### src/rtl/porta_logica_acc.sv
// rtl/porta_logica_acc.sv - framed bitwise reduction (OR/AND/XOR/XNOR) with valid/ready handshakes
module porta_logica_acc #(
    parameter int WIDTH   = 8,
    parameter int MAX_OPS = 16,
    parameter int CW      = $clog2(MAX_OPS + 1)
) (
    input  logic             clk,
    input  logic             rst_n,
    input  logic [1:0]       op,
    input  logic             inv,
    input  logic [WIDTH-1:0] a,
    input  logic             in_valid,
    input  logic             last,
    output logic             in_ready,
    output logic [WIDTH-1:0] y,
    output logic [CW-1:0]    count,
    output logic             ovf,
    output logic             out_valid,
    input  logic             out_ready
);

    typedef enum logic [1:0] {
        IDLE = 2'd0,
        ACC  = 2'd1,
        HOLD = 2'd2
    } state_t;

    localparam logic [1:0] OP_OR   = 2'b00;
    localparam logic [1:0] OP_AND  = 2'b01;
    localparam logic [1:0] OP_XOR  = 2'b10;

    state_t             r_state;
    state_t             w_state_next;
    logic [WIDTH-1:0]   r_acc;
    logic [CW-1:0]      r_cnt;
    logic [1:0]         r_op;
    logic               r_inv;
    logic [WIDTH-1:0]   r_y;
    logic [CW-1:0]      r_count;
    logic               r_ovf;

    logic               w_accept;
    logic               w_deliver;
    logic [WIDTH-1:0]   w_acc_next;
    logic [CW-1:0]      w_cnt_next;
    logic               w_close;
    logic               w_inv_eff;
    logic [WIDTH-1:0]   w_y_next;

    // in_ready is a function of state and reset only, so no input-to-output path exists
    assign in_ready  = rst_n && (r_state != HOLD);
    assign out_valid = (r_state == HOLD);
    assign y         = r_y;
    assign count     = r_count;
    assign ovf       = r_ovf;
    assign w_accept  = in_valid && in_ready;
    assign w_deliver = out_valid && out_ready;

    // Next-state and next accumulator; the first beat seeds acc and uses the live op/inv
    always_comb begin
        w_state_next = r_state;
        w_acc_next   = r_acc;
        w_cnt_next   = r_cnt;
        w_close      = 1'b0;
        w_inv_eff    = r_inv;
        w_y_next     = r_y;

        if (r_state == IDLE) begin
            w_acc_next = a;
            w_cnt_next = CW'(1);
            w_inv_eff  = inv;
        end else begin
            case (r_op)
                OP_OR:   w_acc_next = r_acc | a;
                OP_AND:  w_acc_next = r_acc & a;
                OP_XOR:  w_acc_next = r_acc ^ a;
                default: w_acc_next = ~(r_acc ^ a);
            endcase
            w_cnt_next = r_cnt + CW'(1);
        end

        w_close  = last || (w_cnt_next == CW'(MAX_OPS));
        w_y_next = w_inv_eff ? ~w_acc_next : w_acc_next;

        case (r_state)
            IDLE: begin
                if (w_accept) begin
                    w_state_next = w_close ? HOLD : ACC;
                end
            end
            ACC: begin
                if (w_accept && w_close) begin
                    w_state_next = HOLD;
                end
            end
            HOLD: begin
                if (w_deliver) begin
                    w_state_next = IDLE;
                end
            end
            default: w_state_next = IDLE;
        endcase
    end

    // State, accumulator and result registers; reset discards any open frame
    always_ff @(posedge clk) begin
        if (!rst_n) begin
            r_state <= IDLE;
            r_acc   <= '0;
            r_cnt   <= '0;
            r_op    <= OP_OR;
            r_inv   <= 1'b0;
            r_y     <= '0;
            r_count <= '0;
            r_ovf   <= 1'b0;
        end else begin
            r_state <= w_state_next;
            if (w_accept) begin
                r_acc <= w_acc_next;
                r_cnt <= w_cnt_next;
                if (r_state == IDLE) begin
                    r_op  <= op;
                    r_inv <= inv;
                end
                if (w_close) begin
                    r_y     <= w_y_next;
                    r_count <= w_cnt_next;
                    r_ovf   <= !last;
                end
            end
        end
    end

endmodule

### config.mk
export PLATFORM = sky130hd
export DESIGN_NAME = porta_logica_acc
export DESIGN_NICKNAME = d
export VERILOG_FILES = /design/src/rtl/porta_logica_acc.sv
export SDC_FILE = /design/constraint.sdc
export NUM_CORES = 1
export LEC_CHECK = 0
export CAP_MARGIN = 25
export CELL_PAD_IN_SITES_DETAIL_PLACEMENT = 0
export CELL_PAD_IN_SITES_GLOBAL_PLACEMENT = 2
export CORE_ASPECT_RATIO = 1.5
export CORE_MARGIN = 2
export CORE_UTILIZATION = 30
export CTS_CLUSTER_SIZE = 28
export DETAILED_ROUTE_END_ITERATION = 12
export GPL_ROUTABILITY_DRIVEN = 0
export PLACE_DENSITY_LB_ADDON = 0.1
export SLEW_MARGIN = 25
export SYNTH_ARGS = -nofsm -noshare
export SYNTH_HDL_FRONTEND = slang
export SYNTH_SLANG_ARGS = --single-unit
### constraint.sdc
create_clock -name clk -period 2.8 [get_ports clk]
set_input_delay 0.56 -clock clk [delete_from_list [all_inputs] [get_ports clk]]
set_output_delay 0.56 -clock clk [all_outputs]
set_load 0.02 [all_outputs]
==> reports/qor.csv, run 1 <==
metric,value,unit
status,"complete, no violations",
metal3 WL,142,um
DRT iter0 DRCs,60,
Sink Count,32,
post-route setup TNS,0,ps
DP HPWL,3930,um
Synth Area in Compound Gates,22.1,%
largest cells by area after synthesis,"dfxtp_1, ha_1, o31ai_1",
design area,2580,um2
Syn Area/Cell,8.41,um2
die height,107,um
Post-Synth XOR/XNOR Area,2.07,%
switching share of power,30.1,%
ys flop type,dfxtp_1,
Clock Latency Late Sink,290,ps
"area leader, netlist",dfxtp_1,
WL met2,2840,um
Gate power share,22.6,%
mean number of vias per cell,5.07,
Num CTS Buffers,5,
Setup crit end kind,output pin,
crit path DAT,1880,ps
post-route minimum period,2440,ps
ratio of cells with drive above 1 in the final layout,9.89,%
Post-Syn Area,2120,um2
max_cap viols,0,
NetSw,0.000343,W
Crit Path Class,in -> out,
nets,315,
Slew Limit Fails,0,
GRT Total Usage,15.0,%
Ys Warns,0,
Async SR Flop Fraction,0,%
"EDFF count, synth",0,
P&R area growth vs syn,21.7,%
total gr overflow,0,
worst slew pin tran,647,ps
library cells used by synthesis,46,
initial antenna violation count,0,
# diodes,0,
crit share post-route,87.0,%
M1 wire length,2450,um
antenna violation net count after detailed routing,0,
largest net degree at the start of global routing,22,
Worst Setup Start Kind,primary input,
Placed Area,2490,um2
"Seq/Total Area, Yosys",30.2,%
Initial DRT Pass Iterations,4,
# hold bufs at CTS,0,
# rows,37,
#FFs+latches synth,32,
proportion of synthesized area in mux cells,4.60,%
number of global-route vias before repair,1786,
PwrDens,441,nW/um2
final hold vios,0,
Critical Path RT,2240,ps
Mapped Cells,252,
Hold WC Path Type,reg -> reg,
R2R setup slack,650,ps
# DRC,0,
vias after detailed routing,1829,
Worst VDD drop,0.225,mV
post-synthesis adder-cell area fraction,10.0,%
Root Driver,clkbuf_8,
Clock power frac,33.4,%
drt wl/cell,15.2,um
global-route wire length before repair,8980,um
Hold WS,469,ps
top cell type's share of synthesized area,30.2,%
final WL,5490,um
"Reg clk slew, reported paths",70,ps
LEAKAGE,1.05,nW
Worst slew margin,56.9,%
filler instances,741,
Highest Signal Layer,met4,
CTS H-tree lvls,2,
register share of total power,44.0,%
Internal,0.000796,W
Synthesized Nets,285,
die width,72.6,um
initial cell density of the core,30.9,%
Post CTS Setup Buffer Count,0,
post-CTS sizing,0,
clk buf depth,2,
RSZ-0062 raised after global routing,false,
Die ar.,7770,um2
"top cells by count, synth","dfxtp_1, nor2_1, inv_1",
crit-path max FO,4,
clk_skew,7.51,ps
Port Buffers,31,
I/O pin count,32,
core area,6850,um2
Simple-Gate Fraction of Synth Area,23.0,%
Final Setup Violations,0,
largest family of logic cells by synthesized area,simple AND/OR/NAND/NOR gates,
maximum clock frequency,410,MHz
top-count cell post-synth,dfxtp_1,
CTS tree,built,
## area by class of cell
class | instances | area, um2 | area share (%)
Multi-Input combinational cell | 185 | 1310 | 50.8
Sequential cell | 32 | 641 | 24.8
Timing Repair Buffer | 38 | 363 | 14.1
Tap cell | 78 | 97.6 | 3.78
Clock buffer | 6 | 82.6 | 3.20
Inverter | 20 | 75.1 | 2.91
Clock inverter | 2 | 10.0 | 0.388
## routing by layer
metal	global-route usage, %	up-vias
met4	4.76	0
met3	2.63	4
li1	-	945
met1	18.8	851
met5	0	-
met2	25.8	29
## per-stage QoR
step,total power [W],setup slack [ps],instances,utilization [%]
after floorplan,0.000687,844,252,-
after global placement,0.000773,185,353,36.3
after detailed placement,0.000771,198,353,36.3
after CTS,0.00116,346,361,37.6
after global routing,0.00121,306,361,37.6
final,0.00114,363,361,37.6
## critical path: stages
cell and delay [ps]:
clkdlybuf4s50_1 540, inv_1 70, nor2_1 100, clkdlybuf4s50_1 600
## kinds of logic (layout without fill, tap and decap cells)
| kind of cell | after synthesis | after routing |
|---|---|---|
| compound gates | 62 | 62 |
| xor+xnor | 5 | 5 |
| fa+ha+maj | 17 | 17 |
| buf+inv | 35 | 66 |
| flops | 32 | 32 |
| mux | 8 | 8 |
| simple gates | 93 | 93 |
## state kept, by name (all words and copies together) (netlist names)
name and count:
count 5, r_op 2, r_inv 1, r_state 2, ovf 1, r_cnt 5
y 8, r_acc 8
## final timing paths
kind                              start                    end  depth (start not counted)
setup reg to reg  r_cnt[0]$_SDFFE_PN0P_      y[3]$_SDFFE_PN0P_                          6
setup / recovery                  rst_n               in_ready                          4
hold reg to reg   count[1]$_SDFFE_PN0P_  count[1]$_SDFFE_PN0P_                          2
hold / removal    count[1]$_SDFFE_PN0P_  count[1]$_SDFFE_PN0P_                          2
## power groups by stage
| stage | combinational [W] | sequential (W) | clock [W] |
|---|---|---|---|
| 2_1_floorplan | 0.000176 | 0.000511 | 0 |
| 5_1_grt | 0.000289 | 0.000505 | 0.000418 |
| 3_3_place_gp | 0.000261 | 0.000512 | 0 |
| 6_report | 0.000257 | 0.000501 | 0.000380 |
| 3_5_place_dp | 0.000258 | 0.000512 | 0 |
| 4_1_cts | 0.000261 | 0.000502 | 0.000395 |
## cell usage in the layout (no fill, tap or decap), types with 6 or more instances in the layout
| cell | instances |
|---|---|
| mux2i_1 | 6 |
| ha_1 | 17 |
| nor3_1 | 9 |
| dfxtp_1 | 32 |
| and3_1 | 9 |
| buf_4 | 7 |
| o31ai_1 | 16 |
| a21oi_1 | 14 |
| nand2b_1 | 19 |
| clkdlybuf4s50_1 | 31 |
| nor2_1 | 23 |
| inv_1 | 20 |
| nand3_1 | 7 |
| clkbuf_8 | 6 |
| nand2_1 | 12 |
Power figures use the tool's default switching activity.
==> run 2: changes to the inputs <==
--- a/config.mk
+++ b/config.mk
@@ -10,7 +10,7 @@
 export CELL_PAD_IN_SITES_GLOBAL_PLACEMENT = 2
 export CORE_ASPECT_RATIO = 1.5
 export CORE_MARGIN = 2
-export CORE_UTILIZATION = 30
+export CORE_UTILIZATION = 35
 export CTS_CLUSTER_SIZE = 28
 export DETAILED_ROUTE_END_ITERATION = 12
 export GPL_ROUTABILITY_DRIVEN = 0
==> run 2 against run 1 <==
  * Sequential share of layout area shrank 0.072 points
  * Die area shrank 14%
  * Highest routed layer unchanged
  * Utilization grew 6.7 points
  * Critical endpoint unchanged
==> reports/qor.csv, run 2 (synthesized netlist as in run 1, its figures left out) <==
metric,value,unit
status,"complete, no violations",
CP endpoint,in_ready,
crit path DAT,1950,ps
vias after detailed routing,1855,
Highest Signal Layer,met4,
number of global-route vias before repair,1855,
die width,67.5,um
"commonest non-fill, non-tap cell in the layout",dfxtp_1,
total gr overflow,0,
Clock Latency Late Sink,290,ps
CTS tree,built,
Setup crit end kind,output pin,
drt wl/cell,15.3,um
global-route wire length before repair,9140,um
post-CTS sizing,0,
# DRC,0,
register share of total power,44.0,%
nets,317,
# diodes,0,
ratio of cells with drive above 1 in the final layout,10.5,%
max_cap viols,0,
Gate power share,22.3,%
P&R area growth vs syn,22.0,%
Port Buffers,31,
PwrDens,442,nW/um2
Initial DRT Pass Iterations,4,
antenna violation net count after detailed routing,0,
die height,99.3,um
switching share of power,30.3,%
Num CTS Buffers,5,
Final Setup Violations,0,
Placed Area,2490,um2
core area,5830,um2
final WL,5460,um
post-route setup slack,293,ps
initial antenna violation count,0,
Crit Path Class,reg -> out,
largest net degree at the start of global routing,26,
Worst Setup Start Kind,flip-flop,
GRT Total Usage,18.1,%
Worst VDD drop,0.275,mV
Root Driver,clkbuf_8,
design area,2590,um2
crit share post-route,89.5,%
Sink Count,32,
post-route minimum period,2510,ps
Clock power frac,33.6,%
Worst slew margin,47.7,%
M1 wire length,2430,um
Die ar.,6710,um2
Hold WC Path Type,reg -> reg,
final hold vios,0,
LEAKAGE,1.06,nW
maximum clock frequency,399,MHz
RSZ-0062 raised after global routing,false,
DP HPWL,3740,um
metal3 WL,170,um
Internal,0.000796,W
crit path launch,r_state[0]$_SDFFE_PN0P_,
worst slew pin tran,784,ps
pre-CTS WS,212,ps
clk buf depth,2,
clk_skew,4.55,ps
crit-path max FO,11,
WL met2,2760,um
NetSw,0.000346,W
Slew Limit Fails,0,
reg2reg start,r_cnt[0]$_SDFFE_PN0P_,
# rows,34,
DRT iter0 DRCs,71,
# hold bufs at CTS,0,
CTS H-tree lvls,2,
Critical Path RT,2240,ps
I/O pin count,32,
RR Endpoint,y[3]$_SDFFE_PN0P_,
mean number of vias per cell,5.20,
initial cell density of the core,36.4,%
most frequent cells in the layout,"dfxtp_1, clkdlybuf4s50_1, nor2_1, inv_1, nand2b_1",
post-route setup TNS,0,ps
R2R setup slack,590,ps
"Reg clk slew, reported paths",70,ps
reg2reg path depth,6,
Post CTS Setup Buffer Count,0,
run 2: how the worst min path moves through the flow:
| stage | from | endpoint | slack [ps] | depth (start not counted) |
|---|---|---|---|---|
| 6_report | count[1]$_SDFFE_PN0P_ | count[1]$_SDFFE_PN0P_ | 460 | 2 |
| 4_1_cts | count[1]$_SDFFE_PN0P_ | count[1]$_SDFFE_PN0P_ | 470 | 2 |
| 2_1_floorplan | r_cnt[4]$_SDFFE_PN0P_ | r_cnt[4]$_SDFFE_PN0P_ | 440 | 2 |
| 5_1_grt | count[1]$_SDFFE_PN0P_ | count[1]$_SDFFE_PN0P_ | 480 | 2 |
| 3_5_place_dp | count[4]$_SDFFE_PN0P_ | count[4]$_SDFFE_PN0P_ | 450 | 2 |
| 3_3_place_gp | count[1]$_SDFFE_PN0P_ | count[1]$_SDFFE_PN0P_ | 450 | 2 |
run 2: worst max-delay path: stages, from the launching register on:
cell and delay (ps):
dfxtp_1 570, nand2b_1 300, inv_1 90, nor2_1 90, clkdlybuf4s50_1 600
run 2: cell type report:
cell class                 instances  area (um2)
fill                             594        3240
multi-input combinational        185        1310
sequential                        32         641
timing repair buffer              40         378
tap                               72        90.1
clock buffer                       6        82.6
inverter                          20        75.1
clock inverter                     2        10.0
run 2: power groups by stage:
stage	Clock, W	Combinational (W)	Sequential [W]
global placement	0	0.000257	0.000514
CTS	0.000397	0.000259	0.000503
global route	0.000415	0.000287	0.000508
detailed placement	0	0.000257	0.000514
floorplan	0	0.000176	0.000511
finish	0.000384	0.000255	0.000503
run 2: layer usage:
metal	GRT usage [%]	vias to the layer above
li1	-	948
met1	22.2	869
met2	30.6	31
met3	3.28	7
met4	7.06	0
met5	0	-
run 2: stage by stage:
stage	utilization [%]	cells	hold WS, ps	power [W]
2_1_floorplan	-	252	442	0.000687
4_1_cts	44.4	357	471	0.00116
3_5_place_dp	42.8	349	453	0.000770
6_report	44.4	357	463	0.00114
5_1_grt	44.4	357	483	0.00121
3_3_place_gp	42.8	349	453	0.000770
